<file path="src/rtl/neuron_operand_sequencer.sv">
// Operand feeder for the FP multiplier: buffers act/wgt pairs and streams them on start (SEQ_ZERO_SKIP_EN skips +/-0 pairs).
// First pair is valid one cycle after start; a/b/op_index hold while op_valid && !op_ready.
module neuron_operand_sequencer #(
    parameter int exp_width  = 8,
    parameter int mant_width = 24,
    parameter int depth      = 16,
    localparam int total_width = exp_width + mant_width,
    localparam int aw          = $clog2(depth)
) (
    input  logic                   clk,
    input  logic                   rst_n,
    input  logic                   wr_en,
    input  logic                   wr_sel,
    input  logic [aw-1:0]          wr_addr,
    input  logic [total_width-1:0] wr_data,
    input  logic                   start,
    input  logic [aw:0]            len,
    input  logic [2:0]             round_mode_in,
    output logic                   busy,
    output logic                   done,
    output logic [total_width-1:0] a,
    output logic [total_width-1:0] b,
    output logic [2:0]             round_mode,
    output logic                   op_valid,
    input  logic                   op_ready,
    output logic                   op_last,
    output logic [aw-1:0]          op_index,
    input  logic [4:0]             mul_exceptions,
    output logic [4:0]             exc_sticky
);

    typedef enum logic [1:0] {
        IDLE = 2'd0,
        RUN  = 2'd1,
        DONE = 2'd2
    } state_t;

    localparam logic [aw:0] depth_w = (aw + 1)'(depth);

    state_t state, state_nxt;

    logic [total_width-1:0] act [depth];
    logic [total_width-1:0] wgt [depth];

    logic [aw-1:0] idx;
    logic [aw:0]   run_len;
    logic [aw:0]   len_clamped;
    logic          at_last;
    logic          handshake;
    logic          skip;
    logic          advance;

    assign len_clamped = (len > depth_w) ? depth_w : len;
    assign at_last     = ({1'b0, idx} == run_len - 1'b1);

`ifdef SEQ_ZERO_SKIP_EN
    // Exponent and fraction both zero means +/-0, whose product needs no multiplier pass.
    assign skip = (state == RUN) &&
                  ((act[idx][total_width-2:0] == '0) || (wgt[idx][total_width-2:0] == '0));
`else
    assign skip = 1'b0;
`endif

    assign handshake = op_valid && op_ready;
    assign advance   = handshake || skip;

    always_ff @(posedge clk or negedge rst_n) begin
        if (!rst_n) begin
            state <= IDLE;
        end else begin
            state <= state_nxt;
        end
    end

    always_comb begin
        state_nxt = state;
        case (state)
            IDLE: begin
                if (start) begin
                    state_nxt = (len_clamped == '0) ? DONE : RUN;
                end
            end
            RUN: begin
                if (advance && at_last) begin
                    state_nxt = DONE;
                end
            end
            DONE:    state_nxt = IDLE;
            default: state_nxt = IDLE;
        endcase
    end

    always_comb begin
        busy     = 1'b0;
        done     = 1'b0;
        op_valid = 1'b0;
        op_last  = 1'b0;
        case (state)
            RUN: begin
                busy     = 1'b1;
                op_valid = !skip;
                op_last  = !skip && at_last;
            end
            DONE: begin
                busy = 1'b1;
                done = 1'b1;
            end
            default: ;
        endcase
    end

    always_ff @(posedge clk or negedge rst_n) begin
        if (!rst_n) begin
            idx        <= '0;
            run_len    <= '0;
            round_mode <= '0;
            exc_sticky <= '0;
        end else if (state == IDLE && start) begin
            idx        <= '0;
            run_len    <= len_clamped;
            round_mode <= round_mode_in;
            exc_sticky <= '0;
        end else if (state == RUN && advance) begin
            if (handshake) begin
                exc_sticky <= exc_sticky | mul_exceptions;
            end
            if (!at_last) begin
                idx <= idx + 1'b1;
            end
        end
    end

    // Banks are plain storage: no reset, writable only while idle so a run sees a frozen snapshot.
    always_ff @(posedge clk) begin
        if (wr_en && state == IDLE) begin
            if (wr_sel) begin
                wgt[wr_addr] <= wr_data;
            end else begin
                act[wr_addr] <= wr_data;
            end
        end
    end

    assign a        = act[idx];
    assign b        = wgt[idx];
    assign op_index = idx;

endmodule

</file>
<file path="config.mk">
export PLATFORM = sky130hd
export DESIGN_NAME = neuron_operand_sequencer
export DESIGN_NICKNAME = d
export VERILOG_FILES = /design/src/rtl/neuron_operand_sequencer.sv
export SDC_FILE = /design/constraint.sdc
export NUM_CORES = 1
export LEC_CHECK = 0
export CAP_MARGIN = 20
export CORE_MARGIN = 2
export CORE_UTILIZATION = 57
export DETAILED_ROUTE_END_ITERATION = 10
export DONT_BUFFER_PORTS = 1
export PLACE_DENSITY = 0.73
export SLEW_MARGIN = 20
export SYNTH_ARGS = -nofsm -noshare
export SYNTH_HDL_FRONTEND = slang
export SYNTH_SLANG_ARGS = --single-unit
export TNS_END_PERCENT = 100
</file>
<file path="constraint.sdc">
create_clock -name clk -period 3.9 [get_ports clk]
set_input_delay 0.39 -clock clk [delete_from_list [all_inputs] [get_ports clk]]
set_output_delay 0.39 -clock clk [all_outputs]
set_load 0.005 [all_outputs]
</file>
* Word-level counts from Yosys, hierarchy flattened *
Memory sizes are Yosys's and may differ from the RTL's.
Index checks and enable logic that the tools add are counted.

storage, ports and cells
  memories kept = 2
  input bits = 55
  memory bits (writable) = 1,024
  flip-flop bits (word level) = 19
  output and inout bits = 80

memories
  name  depth  bits a word  read ports  clocked after memory_dff  wr ports  line  RTL
  act   16     32           1           0                         1         42    logic [total_width-1:0] act [depth];
  wgt   16     32           1           0                         1         43    logic [total_width-1:0] wgt [depth];

cells by class
  $lt $le $gt $ge = 1
  bitwise logic cells = 1
  eq/ne operators = 6
  add/sub/neg operators = 2
  reduce and logical (&&, ||, !) cells = 13
  mux-type cells = 21

operator list
  cell                   count
  $mux W5                4
  $mux W4                3
  $mux W1                10
  $mux W2                3
  $reduce_and A2 Y1      3
  $eq A4 B5 Y1           1
  $gt A5 B5 Y1 const B   1
  $logic_and A1 B1 Y1    5
  $logic_not A5 Y1       1
  $or A5 B5 Y5           1
  $sub A5 B1 Y5 const B  1
  $add A4 B1 Y4 const B  1
  $ne A2 B2 Y1 const B   2
  $pmux W2 S2            1
  $reduce_bool A2 Y1     2
  $eq A2 B1 Y1 const B   1
  $eq A2 B2 Y1 const B   1
  $logic_not A2 Y1       1
  $ne A2 B1 Y1 const B   1
  $reduce_or A2 Y1       1

* Longest topological paths before layout *
  depth after elaboration = 6
  depth in mapped cells = 8

* Worst setup path before layout *
OpenSTA, ideal clock, no wires.

  path kind = register to register
  from = register state[1]
  to = memory act[2][0] (netlist name), enable pin
  required time = 3.439 ns
  path buffers = 0
  clock period less this slack = 3.830 ns
  setup time = 0.461 ns
  cell stages (with the launch flop) = 6
  setup slack = 0.070 ns
  data arrival time = 3.369 ns
  path through = dfrtp_1 -> inv_1 -> ha_1 -> nand2_1 -> or3_1 -> nor3_1

between the ends
  word-level cells in the longest chain between the ends = 4

ends and longest elaborated chain
  element                        line  RTL
  from (decl)                    40    state_t state, state_nxt;
  from (signal assigned)         71    state <= state_nxt;
  $logic_not A2 Y1               135   if (wr_en && state == IDLE) begin
  $logic_and A1 B1 Y1            135
  $mux W1                        135
  $mux W1 (not written as such)  139   act[wr_addr] <= wr_data;
  to (decl)                      42

Every way passes these cells.

* Final worst setup path *
  from = register idx[0], in the netlist op_index[0]
  to = output b[8]

between the ends
  word-level cells in the longest chain between the ends = 1

ends and longest elaborated chain
  element                 line  RTL
  from (decl)             45    logic [aw-1:0] idx;
  from (signal assigned)  128   idx <= idx + 1'b1;
  $mem_v2 Z16 W32         n/a
  to (decl)               22    output logic [total_width-1:0] b,

Every way passes these cells.

==> impl_metrics.toml <==
[setup_path]
crit_path_frequent_cell = "mux4_2"
slowest_stage = "dfrtp_4"
critPathBufInv = 1
cp_max_fo = 45
reg2regPathDepth = 6
cp-end-kind = "primary output"
crit_required_ns = 3.51
slowest_delay_ns = 0.87
crit_chain = "buf_12, mux4_2, mux4_2"
worstSetupPathType = "reg -> out"
startpoint_type = "flop"
arrival_ns = 3.14
cp.depth = 3
cp_top_family = "multiplexers"

[placed_design]
post-place-ws_ns = 1.01
dpl-instance-area_um2 = 41200
io_buffers = 0
dp_hpwl_um = 45100
dp_cells = 2493
place_congestion = 0.729

[job]
maxCapViolCount = 0

[timing]
fin_crit_ns = 3.53
rsz0062_at_grt = "false"
worst_pin_slew_ns = 1.08
whs_ns = 0.0309
min_period_over_period = 0.904
finalHoldViolCount = 0
setup_viol = 0
slew_viol_final = 0
fin_skew_ns = 0.0136
setup_ws_ns = 0.373
setup_tns_ns = 0
slew_headroom = 0.281
fmax_ghz = 0.284

[grt]
met3_usage = 0.0451
grt_max_degree = 77
track_usage = 0.245
use_met2 = 0.404
grt_busiest_layer = "met2"
grt_pass1_vias = 18400
antenna_found_initial = 1
grt_pass1_wl_um = 125000
use_met1 = 0.341
grt_overflow = 0

[cells_and_area]
finish.instance_area_um2 = 45100
fin_util = 0.656
areaGrowthSynthToFinish_pct = 13.6
drive_gt1_frac = 0.329
finalNetCount = 1778
final_common_cell = "edfxtp_1"
final_cell_mix = "edfxtp_1, mux4_2, clkbuf_16"
fin_cells = 2737

[logic_synthesis]
synthCells = 1584
yosysSeqAreaShare = 0.787
syn-cell-area_um2 = 39700
ys_types = 33
ys_ff_latch = 1043
ys.warnings.count = 0
synth_nets = 1644
syn_avg_cell_area_um2 = 25.0

[drt]
totalWireLength_um = 85500
vias = 17500
drtAntennaViolNets = 0
drt-initial-drc-count = 2192
drc = 0
firstDrtPassIters = 5
avgRoutedWirePerCell_um = 31.2
viasPerCell = 6.41

[clocking]
cts_buffers = 102
cts_tree = "done"
post-cts-setup-buffers = 0
cts_resized = 0
path_clk_slew_ns = 0.06
cts_sinks = 1043
cts_root_buffer = "clkbuf_16"
clk_latency_ns = 0.66
h-tree-depth = 3
clockBufferDepth = 3

[floorplanning]
core_area_um2 = 68700
io_pins = 135
num_rows = 96
initial_utilization = 0.577
die_x_um = 268
die_y_um = 268
die_area_um2 = 71700

[min_path]
whs_path_depth = 1
hold_class = "in -> reg"

[power]
p_total_mw = 26.7
p_leak_nw = 13.7
power_density_nw_per_um2 = 592
vdd_drop_max_mv = 0.382

[status]
status = "completed"
[layout make-up]
type                            count  area (um2)
Multi-Input combinational cell    456        8180
Clock buffer                      118        2630
Timing Repair Buffer              111        1100
Clock inverter                     73         714
Tap cell                          931        1160
Fill cell                        4274       23700
Antenna cell                        1        2.50
Inverter                            4        15.0
Sequential cell                  1043       31200
[cell families after synthesis]
logic type               Yosys count  share of synthesized area
XOR/XNOR                           5                    0.00110
adder cells (fa/ha/maj)            5                    0.00158
multiplexers                     320                      0.182
flip-flops                      1043                      0.787
buffers and inverters             85                     0.0121
AO/OA/AOI/OAI                     23                    0.00334
AND/OR/NAND/NOR                  103                     0.0125
[state kept, by name, summed over array words and instances (netlist names)]
name / cells
round_mode: 3
state: 2
wgt: 512
run_len: 5
exc_sticky: 5
act: 512
op_index: 4
[power breakdown]
part / internal [mW] / switching (mW) / leakage (nW)
Combinational: 2.18 / 2.04 / 2.59
Sequential: 12.5 / 0.221 / 9.45
Clock: 5.60 / 4.13 / 1.61
[cells in the mapped netlist]
library cell,instances,area (um2)
nand2b_1,4,25.0
a22oi_1,1,7.51
xnor2_1,5,43.8
inv_1,4,15.0
buf_6,11,124
nand4_1,2,12.5
a21o_1,1,7.51
nor3_1,10,50.1
nor2_1,34,128
and2_1,3,18.8
clkbuf_2,1,5.00
a2111oi_2,1,15.0
nand4b_1,1,8.76
nand3b_1,10,75.1
o21ai_0,8,40.0
dfrtp_1,19,475
and3_1,1,6.26
clkbuf_1,35,131
and4bb_1,1,12.5
buf_2,15,75.1
mux4_1,5,131
or3_1,5,31.3
buf_8,1,15.0
a21oi_1,11,55.1
nand2_1,28,105
nand3_1,2,10.0
edfxtp_1,1024,30700
nor2b_1,2,12.5
buf_4,13,97.6
a211oi_1,1,7.51
buf_1,5,18.8
ha_1,5,62.6
mux4_2,315,7090
[timing repair]
action                                  4_1_cts  5_1_grt
endpoints found under the hold margin      1059        0
endpoints found under the setup margin        0        0
hold buffers                                 51        0
[final timing paths]
| path | slack [ns] | startpoint | endpoint |
|---|---|---|---|
| setup reg to reg | 1.13 | state[0] | act[6][18] |
| min in group asynchronous | 0.32 | rst_n | round_mode[2] |
| max in group asynchronous | 2.90 | rst_n | op_index[1] |
| hold reg to reg | 0.53 | exc_sticky[2] | exc_sticky[2] |
| setup / recovery | 0.37 | op_index[0] | b[8] |
| hold / removal | 0.03 | wr_data[27] | act[12][27] |
[routing by layer]
layer  part of all wire  up-vias  wire (um)
li1                   -     7139          -
met1               0.38     9472      32800
met2               0.51      818      43500
met3              0.082      119       6990
met4              0.025        0       2130
met5                  0        -          0
Power figures use the tool's default switching activity.
